## src/rtl/gcd_result_display.sv

```systemverilog
// Converts each new GCD result to BCD with a sequential double-dabble engine and
// drives a 4-digit multiplexed, active-low 7-segment display with leading-zero blanking.
module gcd_result_display #(
    parameter int WIDTH        = 8,
    parameter int REFRESH_BITS = 18
) (
    input  logic             clk,
    input  logic             clr,
    input  logic             gld,
    input  logic [WIDTH-1:0] gcd_in,
    output logic             busy,
    output logic             cnv_done,
    output logic [3:0]       an,
    output logic [6:0]       seg,
    output logic             dp
);

    localparam int CNT_W = $clog2(WIDTH + 1);

    localparam logic [1:0] IDLE  = 2'd0;
    localparam logic [1:0] CONV  = 2'd1;
    localparam logic [1:0] LATCH = 2'd2;

    logic [1:0]              state_reg,   state_next;
    logic                    gld_q_reg;
    logic [WIDTH-1:0]        bin_sr_reg,  bin_sr_next;
    logic [15:0]             bcd_reg,     bcd_next;
    logic [CNT_W-1:0]        bit_cnt_reg, bit_cnt_next;
    logic [15:0]             disp_reg,    disp_next;
    logic [REFRESH_BITS-1:0] refresh_reg;

    logic        start;
    logic [15:0] bcd_adj;

    assign start = gld && !gld_q_reg;

    // Add-3 correction, one independent adder per BCD nibble.
    genvar gi;
    generate
        for (gi = 0; gi < 4; gi++) begin : g_adj
            assign bcd_adj[4*gi +: 4] = (bcd_reg[4*gi +: 4] >= 4'd5)
                                      ? bcd_reg[4*gi +: 4] + 4'd3
                                      : bcd_reg[4*gi +: 4];
        end
    endgenerate

    always_comb begin
        state_next   = state_reg;
        bin_sr_next  = bin_sr_reg;
        bcd_next     = bcd_reg;
        bit_cnt_next = bit_cnt_reg;
        disp_next    = disp_reg;
        case (state_reg)
            IDLE: begin
                if (start) begin
                    bin_sr_next  = gcd_in;
                    bcd_next     = 16'd0;
                    bit_cnt_next = CNT_W'(WIDTH);
                    state_next   = CONV;
                end
            end
            CONV: begin
                // {bcd, bin_sr} rotates left; bcd_adj[15] is always 0 for legal widths.
                bcd_next     = {bcd_adj[14:0], bin_sr_reg[WIDTH-1]};
                bin_sr_next  = {bin_sr_reg[WIDTH-2:0], bcd_adj[15]};
                bit_cnt_next = bit_cnt_reg - 1'b1;
                if (bit_cnt_reg == CNT_W'(1)) begin
                    state_next = LATCH;
                end
            end
            LATCH: begin
                disp_next  = bcd_reg;
                state_next = IDLE;
            end
            default: begin
                state_next = IDLE;
            end
        endcase
    end

    always_ff @(posedge clk or posedge clr) begin
        if (clr) begin
            state_reg   <= IDLE;
            gld_q_reg   <= 1'b0;
            bin_sr_reg  <= '0;
            bcd_reg     <= '0;
            bit_cnt_reg <= '0;
            disp_reg    <= '0;
            refresh_reg <= '0;
        end else begin
            state_reg   <= state_next;
            gld_q_reg   <= gld;
            bin_sr_reg  <= bin_sr_next;
            bcd_reg     <= bcd_next;
            bit_cnt_reg <= bit_cnt_next;
            disp_reg    <= disp_next;
            refresh_reg <= refresh_reg + 1'b1;
        end
    end

    assign busy     = (state_reg != IDLE);
    assign cnv_done = (state_reg == LATCH);

    function automatic logic [6:0] seg_of(input logic [3:0] d);
        case (d)
            4'd0:    seg_of = 7'h40;
            4'd1:    seg_of = 7'h79;
            4'd2:    seg_of = 7'h24;
            4'd3:    seg_of = 7'h30;
            4'd4:    seg_of = 7'h19;
            4'd5:    seg_of = 7'h12;
            4'd6:    seg_of = 7'h02;
            4'd7:    seg_of = 7'h78;
            4'd8:    seg_of = 7'h00;
            4'd9:    seg_of = 7'h10;
            default: seg_of = 7'h7F;
        endcase
    endfunction

    logic [1:0] sel;
    logic [3:0] digit;
    logic [3:0] blank;

    assign sel = refresh_reg[REFRESH_BITS-1 -: 2];

    // A digit is blank when it and every more significant digit are zero.
    always_comb begin
        blank    = 4'b0000;
        blank[3] = (disp_reg[15:12] == 4'd0);
        blank[2] = blank[3] && (disp_reg[11:8] == 4'd0);
        blank[1] = blank[2] && (disp_reg[7:4] == 4'd0);
    end

    always_comb begin
        digit = disp_reg[4*sel +: 4];
        an    = ~(4'b0001 << sel);
        seg   = blank[sel] ? 7'h7F : seg_of(digit);
    end

    assign dp = 1'b1;

endmodule

```

## config.mk

```make
export PLATFORM = sky130hd
export DESIGN_NAME = gcd_result_display
export DESIGN_NICKNAME = d
export VERILOG_FILES = /design/src/rtl/gcd_result_display.sv
export SDC_FILE = /design/constraint.sdc
export NUM_CORES = 1
export LEC_CHECK = 0
export ABC_AREA = 1
export ABC_CLOCK_PERIOD_IN_PS = 2750
export BUFFER_PORTS_ARGS = -buffer_cell sky130_fd_sc_hd__buf_2
export CAP_MARGIN = 0
export CELL_PAD_IN_SITES_DETAIL_PLACEMENT = 1
export CELL_PAD_IN_SITES_GLOBAL_PLACEMENT = 1
export CORE_UTILIZATION = 45
export DETAILED_ROUTE_END_ITERATION = 7
export PLACE_DENSITY = 0.88
export SYNTH_ARGS = -nofsm -noshare
export SYNTH_HDL_FRONTEND = slang
export SYNTH_SLANG_ARGS = --single-unit
```

## constraint.sdc

```tcl
create_clock -name clk -period 2.75 [get_ports clk]
set_clock_uncertainty 0.05 [all_clocks]
set_input_delay 0.825 -clock clk [delete_from_list [all_inputs] [get_ports clk]]
set_output_delay 0.825 -clock clk [all_outputs]
set_load 0.05 [all_outputs]
```

==> results.json <==
{
  "finalSetupViolCount": 7,
  "worst_setup_path_start_kind": "flip-flop",
  "post_synth_num_cell_types": 25,
  "drt_wl_total_um": 10200,
  "r2r_end": "bcd_reg[9]",
  "reg2reg_from": "bcd_reg[8]",
  "track_usage_pct": 27.0,
  "syn_inst": 439,
  "cts_max_level": 3,
  "portBuffers": 23,
  "path_delay_family": "simple AND/OR/NAND/NOR gates",
  "worstSetupStartpoint": "refresh_reg[16]",
  "critPathCaptureType": "primary output",
  "numCtsBuffers": 9,
  "crit_path_top_delay_cell": "dfrtp_2",
  "clk_pin_slew_worst_paths_ns": 0.09,
  "grt-ovfl-total": 0,
  "grt_pass1_vias": 3475,
  "crit_end": "seg[3]",
  "tightest_slew_ns": 0.597,
  "wire_per_inst_um": 17.3,
  "critPathRequiredTime_ns": 1.88,
  "drive_above_1_share_pct": 24.4,
  "slowest_delay_ns": 0.47,
  "avgSynthCellArea_um2": 7.93,
  "timing.hold.ws_ns": 0.447,
  "chipHeight_um": 90.0,
  "synthFlopType": "dfrtp_1",
  "gp_congestion": 0.829,
  "synthTopCellsByArea": "dfrtp_1, nand2_1, nand3_1",
  "chipWidth_um": 90.0,
  "worstPathMaxFanout": 6,
  "yosysTopAreaCellShare_pct": 46.7,
  "root_buffer": "clkbuf_8",
  "vdd_drop_max_mv": 0.514,
  "rsz0062_at_grt": "yes",
  "min_period_ns": 2.97,
  "grt_pass1_wl_um": 17100,
  "seq_area_frac_synth_pct": 46.7,
  "hp-class": "flip-flop to flip-flop",
  "core_um2": 7370,
  "syn_nets": 466,
  "clk_latency_ns": 0.36,
  "power_density_nw_per_um2": 1110,
  "synth-edff-count": 0,
  "final_util_pct": 58.5,
  "vias": 3192,
  "cts.sinks": 65,
  "start_util_pct": 47.3,
  "crit_chain": "buf_6 -> nand3_4 -> nand2_2 -> nor2_4 -> ha_4 -> nand2_1 -> nand3_2 -> nand3_2 -> buf_8",
  "grt_max_degree": 42,
  "rrSetupSlack_ns": 1.10,
  "syn_area_um2": 3480,
  "fin_ws_ns": -0.215,
  "diodes": 0,
  "fmax_mhz": 337,
  "leakage_uw": 0.00214,
  "path_class": "flip-flop to primary output",
  "p_total_uw": 4770,
  "slew_headroom_pct": 60.1,
  "nets": 514,
  "antenna_found_initial": 0,
  "rows": 31,
  "worstPathArrival_ns": 2.09,
  "synth_top_area_cell": "dfrtp_1",
  "finalHoldViolCount": 0,
  "area_growth_pct": 23.7,
  "drtIter0Drc": 121,
  "crit_top_cell": "nand3_2",
  "drc": 0,
  "dieArea_um2": 8100,
  "fin_crit_sh_pct": 108,
  "slew_viol_final": 0,
  "r2r_cells": 9,
  "viasPerCell": 5.40,
  "worst-path-buf-inv": 2,
  "outcome": "finished with violations",
  "largest_register_ffs": 18,
  "ys_ff_latch": 65,
  "cap_viol_max_count": 0,
  "dp_hpwl_um": 6090,
  "drt-pass1-iter-count": 4,
  "path_depth": 9,
  "tritoncts": "done",
  "drtAntennaViolNets": 0,
  "io_pins": 25,
  "synthArstFlopShare_pct": 100,
  "clk_path_buf_depth": 2,
  "ys_warn_count": 0,
  "violations": "setup timing"
}
## routing by layer
| layer | share of wire, % | track usage (%) |
|---|---|---|
| met4 | 2.9 | 11.8 |
| met5 | 0 | 0 |
| met2 | 53 | 47.9 |
| met3 | 3.1 | 6.77 |
| met1 | 41 | 30.6 |
## cell usage in the layout, fill, tap and decap left out, types with 2 or more instances in the layout
cell,instances
a21oi_1,10
buf_2,17
buf_4,20
buf_6,5
buf_8,4
clkbuf_8,9
clkinv_4,3
clkinvlp_4,2
dfrtp_1,63
dfrtp_2,2
ha_1,12
ha_2,3
inv_1,44
inv_2,7
nand2_1,103
nand2_2,14
nand2_4,2
nand3_1,33
nand3_2,14
nand3_4,3
nor2_1,29
nor2_2,4
nor2_4,5
nor3_1,3
o211ai_1,4
o21ai_0,47
o21ai_1,2
o22ai_1,5
xnor2_1,5
xor2_1,9
## cells in the mapped netlist, drive strengths merged, types with 3 or more instances
library cell,n
o22ai,5
nand3,50
xnor2,5
nor3,3
buf,9
o211ai,4
nor2,38
dfrtp,65
ha,16
xor2,9
a21oi,10
inv,52
o21ai,50
nand2,119
## how the worst min path moves through the flow
stage,start,end,slack [ns],depth (start not counted)
2_1_floorplan,refresh_reg[0],refresh_reg[0],0.39,1
3_3_place_gp,refresh_reg[0],refresh_reg[0],0.41,1
3_5_place_dp,refresh_reg[0],refresh_reg[0],0.41,1
4_1_cts,refresh_reg[0],refresh_reg[0],0.43,1
5_1_grt,refresh_reg[0],refresh_reg[0],0.46,1
6_report,refresh_reg[0],refresh_reg[0],0.45,1
## cell type report
class | instances | area [um^2]
Clock buffer | 9 | 124
Multi-Input combinational cell | 312 | 1780
Inverter | 52 | 198
Timing Repair Buffer | 47 | 372
Tap cell | 99 | 124
Sequential cell | 65 | 1630
Clock inverter | 7 | 80.1
Fill cell | 888 | 3060
## through the flow
step	setup TNS, ns	worst slack, ns	cell area (um^2)	std cells
floorplan	0	0.146	3490	439
global placement	0	0.142	3730	558
detailed placement	-0.00920	-0.00622	3730	558
CTS	-0.673	-0.125	4240	589
global route	-1.96	-0.305	4310	591
finish	-1.31	-0.215	4310	591
## power breakdown
part	leakage, uW	switching [uW]	internal, uW
sequential	0.000811	256	1260
combinational	0.00123	1570	840
clock	0.0000960	427	426
## cells by family (layout without fill, tap and decap cells)
group | Yosys count | count (layout) | share of synthesized area [%]
XOR/XNOR | 14 | 14 | 3.52
flip-flops | 65 | 65 | 46.7
AND/OR/NAND/NOR | 211 | 211 | 26.1
other | 1 | 1 | 0.108
AO/OA/AOI/OAI | 70 | 70 | 10.6
adder cells (fa/ha/maj) | 16 | 16 | 5.75
buffers and inverters | 62 | 115 | 7.29
## timing repair
item                                    in CTS  in global routing
endpoints found under the setup margin       7                  7
setup buffers                               15                  2
hold endpoints to repair                     0                  0
hold buffers                                 0                  0
gates cloned                                 0                  0
resized for setup                           58                 13
pin swaps                                   15                  8
Power figures use the tool's default switching activity.
